### src/rtl/gray_ptr_sync.sv
// gray_ptr_sync: receive-side gray pointer CDC with pipelined gray->binary conversion
//   clk        local-domain clock
//   rst        asynchronous reset, active-high
//   gray_i     gray-coded value from the foreign domain
//   err_clr_i  synchronous clear of err_o
//   bin_o      binary value of the synchronized gray input
//   valid_o    bin_o / delta_o meaningful
//   delta_o    bin_o(now) - bin_o(previous), modulo 2^CNT_W
//   err_o      sticky flag: synchronized gray changed in more than one bit
module gray_ptr_sync #(
  parameter int CNT_W  = 8,
  parameter int SYNC_N = 2,
  parameter int PIPE_N = 0
) (
  input  logic             clk,
  input  logic             rst,
  input  logic [CNT_W-1:0] gray_i,
  input  logic             err_clr_i,
  output logic [CNT_W-1:0] bin_o,
  output logic             valid_o,
  output logic [CNT_W-1:0] delta_o,
  output logic             err_o
);
  localparam int L  = SYNC_N + PIPE_N + 1;
  localparam int CW = $clog2(L + 1);
  logic [CNT_W-1:0] sync_q [SYNC_N];
  logic [CNT_W-1:0] sync_out, prev_q, bin_q, bin_d, delta_q, delta_d, diff;
  logic [CW-1:0]    cnt_q, cnt_d;
  logic             err_q, err_d, viol;
  assign sync_out = sync_q[SYNC_N-1];
  always_ff @(posedge clk or posedge rst) begin
    if (rst) begin
      for (int i = 0; i < SYNC_N; i++) sync_q[i] <= '0;
    end else begin
      sync_q[0] <= gray_i;
      for (int i = 1; i < SYNC_N; i++) sync_q[i] <= sync_q[i-1];
    end
  end
  // Each stage converts one MSB-first segment [HI:LO]; bits above are already
  // binary, so bin[i] = bin[i+1] ^ gray[i] carries the running parity down.
  for (genvar k = 0; k <= PIPE_N; k++) begin : g_stg
    localparam int HI = CNT_W - (k * CNT_W) / (PIPE_N + 1) - 1;
    localparam int LO = CNT_W - ((k + 1) * CNT_W) / (PIPE_N + 1);
    logic [CNT_W-1:0] in_w, out_w;
    if (k == 0) begin : g_in
      assign in_w = sync_out;
    end else begin : g_in
      logic [CNT_W-1:0] q;
      always_ff @(posedge clk or posedge rst) begin
        if (rst) q <= '0;
        else     q <= g_stg[k-1].out_w;
      end
      assign in_w = q;
    end
    always_comb begin
      out_w = in_w;
      for (int i = CNT_W - 2; i >= 0; i--)
        if (i >= LO && i <= HI) out_w[i] = out_w[i+1] ^ in_w[i];
    end
  end
  assign bin_d   = g_stg[PIPE_N].out_w;
  assign cnt_d   = (cnt_q == CW'(L)) ? cnt_q : cnt_q + CW'(1);
  // delta stays 0 until valid is already up, so the first valid delta is 0
  assign delta_d = (cnt_q == CW'(L)) ? bin_d - bin_q : '0;
  assign diff    = sync_out ^ prev_q;
  // prev_q only holds a synchronized sample once the chain has filled
  assign viol    = (cnt_q > CW'(SYNC_N)) && (|(diff & (diff - CNT_W'(1))));
  assign err_d   = viol ? 1'b1 : (err_clr_i ? 1'b0 : err_q);
  always_ff @(posedge clk or posedge rst) begin
    if (rst) begin
      prev_q  <= '0;
      cnt_q   <= '0;
      bin_q   <= '0;
      delta_q <= '0;
      err_q   <= 1'b0;
    end else begin
      prev_q  <= sync_out;
      cnt_q   <= cnt_d;
      bin_q   <= bin_d;
      delta_q <= delta_d;
      err_q   <= err_d;
    end
  end
  assign bin_o   = bin_q;
  assign delta_o = delta_q;
  assign valid_o = (cnt_q == CW'(L));
  assign err_o   = err_q;
endmodule
### config.mk
export PLATFORM = sky130hd
export DESIGN_NAME = gray_ptr_sync
export DESIGN_NICKNAME = d
export VERILOG_FILES = /design/src/rtl/gray_ptr_sync.sv
export SDC_FILE = /design/constraint.sdc
export NUM_CORES = 1
export LEC_CHECK = 0
export BUFFER_PORTS_ARGS = -buffer_cell sky130_fd_sc_hd__buf_2
export CORE_MARGIN = 3
export CORE_UTILIZATION = 62
export CTS_BUF_LIST = sky130_fd_sc_hd__clkbuf_8
export CTS_CLUSTER_DIAMETER = 40
export CTS_CLUSTER_SIZE = 40
export DETAILED_ROUTE_END_ITERATION = 6
export PLACE_DENSITY = 0.87
export RECOVER_POWER = 25
export SLEW_MARGIN = 15
export SYNTH_ARGS = -nofsm -noshare
export SYNTH_HDL_FRONTEND = slang
export SYNTH_SLANG_ARGS = --single-unit
### constraint.sdc
create_clock -name clk -period 5.1 [get_ports clk]
set_input_delay 1.53 -clock clk [delete_from_list [all_inputs] [get_ports clk]]
set_output_delay 1.53 -clock clk [all_outputs]
set_load 0.01 [all_outputs]
---- After elaboration in Yosys (flattened, before gate mapping) ----
Cells that the tools add are included.
operators by class
  add/sub/neg operators ................... 3
  order comparisons ....................... 1
  eq/ne operators ......................... 1
  mux-type cells .......................... 3
  bitwise operators ....................... 9
  reduce and logical (&&, ||, !) cells .... 3
operators with widths
  kind                                                  count
  AND 8 bit                                             1
  two-way mux 8 bit                                     1
  OR reduction 8 bit                                    1
  subtractor 8 x 1 -> 8 bit, second input constant      1
  subtractor 8 bit                                      1
  XOR 8 bit                                             1
  XOR 1 bit                                             7
  adder 2 x 1 -> 2 bit, second input constant           1
  equality test 2 bit, second input constant            1
  greater-than comparator 2 bit, second input constant  1
  two-way mux 1 bit                                     2
  nonzero test 2 bit                                    1
  logical AND 1 bit                                     1
storage, ports and cells
  bits in registers ....................... 43
  bits of input ports ..................... 11
  output and inout port bits .............. 18
  word-level logic and storage cells ...... 27

---- Longest topological paths before layout ----
  word-level depth ........................ 9
  gate-level depth with buffers ........... 12
  depth with buffers taken out ............ 12

---- Worst setup path before layout ----
No wires, ideal clock.
  kind .................................... reg2reg
  from .................................... register sync_q, in the netlist g_stg[0].in_w[7]
  to ...................................... register delta_q[6], in the netlist delta_o[6]
  setup time .............................. 131 ps
  arrival time ............................ 2794 ps
  required time ........................... 4969 ps
  path slack .............................. 2175 ps
  stages on the path, launching flop included .. 13
  buffers on the path ..................... 0
  period minus slack after synthesis ...... 2925 ps
  cell sequence ........................... dfrtp_1 > xor2_1 > xnor2_1 > xnor2_1 > xnor2_2 > xor2_1 > ha_1 > fa_1 > nor2b_1 > o21ai_0 > a21boi_0 > or3_1 > nand3_1
between the ends
  longest elaborated chain between the ends .. 9
RTL lines
  item                      line  source
  from (decl)               26    logic [CNT_W-1:0] sync_q [SYNC_N];
  XOR 1 bit *               58    if (i >= LO && i <= HI) out_w[i] = out_w[i+1] ^ in_w[i];
  net bin_d[6]              27    logic [CNT_W-1:0] sync_out, prev_q, bin_q, bin_d, delta_q, delta_d, diff;
  XOR 1 bit * (4 in a row)  58
  net bin_d[2]              27
  XOR 1 bit (2 in a row)    58
  subtractor 8 bit *        64    assign delta_d = (cnt_q == CW'(L)) ? bin_d - bin_q : '0;
  two-way mux 8 bit *       64
  net delta_d[6]            27
  to (signal assigned)      80    delta_q <= delta_d;
  to (decl)                 27
Mark *: on every way through the listed nets, which the timed path passes. The rest lies on a longest branch.
A chain may end at the register's enable or synchronous reset.

---- Worst setup path after layout ----
Ends and elaborated chain as after synthesis.

==> reports/summary.txt <==
switch share - 31.67%
routability cong. - 0.7698
final instance area - 1992 um2
area post-placement - 1901 um2
worst-margin pin slew - 0.7070 ns
Worst-path clk slew - 0.08 ns
Clock Tree Root - clkbuf_8
ANT nets after route - 0
hpwl dp - 2273 um
Req. time, crit path - 5.26 ns
Initial DRT Pass Iterations - 5
Hold-fix buffers, CTS - 0
first-pass GRT wire length - 4850 um
Post-Route WL - 2909 um
most common cell after layout, fill and taps aside - dfrtp_1
row count - 18
post-synthesis register bit count - 42
RSZ-0062 raised after global routing - false
Yosys Warn Count - 0
Final Hold Fails - 0
hold_sp - sync_q[14]
nets@finish - 190
Initial Utilization - 67.40%
deepest clock path buffer count - 2
reg-to-reg endpoint - delta_o[6]
cell internal pwr - 0.0006251 W
Worst setup EP type - flop
Synth Net Count - 157
clock sinks - 42
All-Layer GR Usage - 19.21%
Hold WS - 0.3500 ns
Max VDD drop - 0.4484 mV
Hold Crit Class - reg -> reg
die area - 3461 um2
I/O pin cnt - 29
Synth Flop Type - dfrtp_1
pin count of the biggest net entering global routing - 24
wire per inst - 14.55 um
reg-to-reg critical path startpoint - g_stg[0].in_w[7]
mean area per synthesized cell - 12.72 um2
DIE HEIGHT - 58.83 um
Clk network pwr share - 22.7%
share of layout cells above drive strength 1 - 23.53%
Worst Hold End - g_stg[0].in_w[6]
total grt overflow - 0
worst r2r path cells - 12
Core Util, Final - 77.58%
Worst-Skew Late Latency - 0.29 ns
Final TNS setup - 0 ns
number of global-route vias before repair - 1162
Worst R2R Setup Slack - 1.75 ns
Logic pwr share - 32.4%
Post-synth EDFFs - 0
most frequent cells in the layout - 42 x dfrtp_1, 28 x buf_2, 15 x inv_1
Max Clk Rate - 0.2987 GHz
H-tree depth - 2
synthesis-to-finish area growth - 15.11%
CP Max Fanout - 4
power per cell area - 459.3 nW/um2
Seq pwr share - 44.9%
total clock buffers created by CTS - 5
fin crit period - 3.348 ns
status - finished clean
vias post-DR - 1082
Core Box Area - 2567 um2
TritonCTS clock tree - done
worst slack, placed - 1.723 ns
crit path DAT - 3.51 ns
DRC Markers - 0
Yosys cell types - 32
final worst slack - 1.752 ns
I/O Buffers - 28
sw power - 0.0002898 W
cells resized by post-CTS repair - 0
Worst setup SP type - flop
antenna violations before repair - 0
Inserted Diodes - 0
final worst-path cycle share - 65.64%
setup bufs post-CTS - 0
Leakage - 0.9567 nW
Clock Skew - 0.008443 ns
Die X - 58.83 um
Synth async-reset ratio - 100.0%
final setup vio count - 0
maxcap violations - 0
critical path class - reg -> reg
max_slew headroom - 52.81%
Vias/cell - 5.410
Gate Count Post-Synth - 136
DR iter-0 viols - 38
Mapped Area - 1730 um2
worst hold stages - 0
Slew Limit Fails - 0
Seq/Total Area, Yosys - 60.74%
[cell families (layout without fill, tap and decap cells)]
logic type | count (synthesis) | after routing | synth area share, %
XOR/XNOR | 19 | 19 | 10.05
AO/OA/AOI/OAI | 15 | 15 | 6.073
AND/OR/NAND/NOR | 30 | 30 | 9.688
flip-flops | 42 | 42 | 60.74
multiplexers | 2 | 2 | 1.229
adder cells (fa/ha/maj) | 11 | 11 | 8.315
buffers and inverters | 17 | 51 | 3.905
[state kept, by name, indices dropped and copies added, names as in the netlist]
register    flops
bin_o           8
cnt_q           2
delta_o         8
err_o           1
g_stg.in_w      8
prev_q          7
sync_q          8
[power by group through the flow]
stage	Sequential (W)	Clock, W	Combinational (W)
CTS	0.000412	0.000214	0.000300
detailed placement	0.000418	0	0.000299
global placement	0.000416	0	0.000279
floorplan	0.000442	0	0.000176
global route	0.000418	0.000228	0.000333
finish	0.000411	0.000207	0.000297
[synthesized netlist by cell type (2+ instances only)]
library cell  number  area [um2]
a21boi_0           2       15.01
a31oi_1            2       12.51
clkbuf_1           2       7.510
dfrtp_1           42        1051
ha_1               9       112.6
inv_1             14       52.55
nand2_1            6       22.52
nand3_1            3       15.01
nor2_1             4       15.01
nor2b_1            6       37.54
nor3b_1            3       22.52
o2111ai_1          2       17.52
o21ai_0            3       15.01
o22ai_1            2       12.51
or3_1              2       12.51
or4_1              2       15.01
xnor2_1           10       87.58
xor2_1             8       70.07
[critical path, cell delays in order, from the launching register on]
cell and delay, ns:
dfrtp_1 0.41, xor2_1 0.21, xnor2_1 0.41, xnor2_1 0.23, xnor2_2 0.31, xor2_1 0.16, ha_1 0.23, fa_1 0.39
nor2b_1 0.18, o21ai_0 0.14, a21boi_0 0.32, or3_1 0.16, nand3_1 0.07
[worst max-delay path by stage]
stage / startpoint / endpoint / slack [ns] / depth (start not counted)
floorplan: g_stg[0].in_w[7] / delta_o[6] / 2.18 / 12
global placement: g_stg[0].in_w[7] / delta_o[6] / 2.01 / 12
detailed placement: g_stg[0].in_w[7] / delta_o[6] / 1.72 / 12
CTS: g_stg[0].in_w[7] / delta_o[6] / 1.71 / 12
global route: g_stg[0].in_w[7] / delta_o[6] / 1.46 / 12
finish: g_stg[0].in_w[7] / delta_o[6] / 1.75 / 12
[per-layer routing]
metal | vias to the layer above | track usage [%] | share of wire [%]
met5 | - | 0 | 0
met4 | 0 | 8.414 | 2.5
met3 | 9 | 5.482 | 5.2
met2 | 37 | 35.17 | 56
met1 | 520 | 20.21 | 37
li1 | 516 | - | -
[cell type report]
cell class / count / area (um2)
clock buffers: 6 / 82.58
clock inverters: 2 / 8.758
fillers: 175 / 575.6
inverters: 14 / 52.55
multi-input cells: 77 / 611.8
flip-flops and latches: 42 / 1051
well taps: 30 / 37.54
repair buffers: 29 / 147.6
[metrics by stage]
stage               std cells  power [W]
floorplan                 136  0.0006185
global placement          192  0.0006946
detailed placement        192  0.0007169
CTS                       200  0.0009262
global route              200  0.0009790
finish                    200  0.0009149
Power figures use the tool's default switching activity.
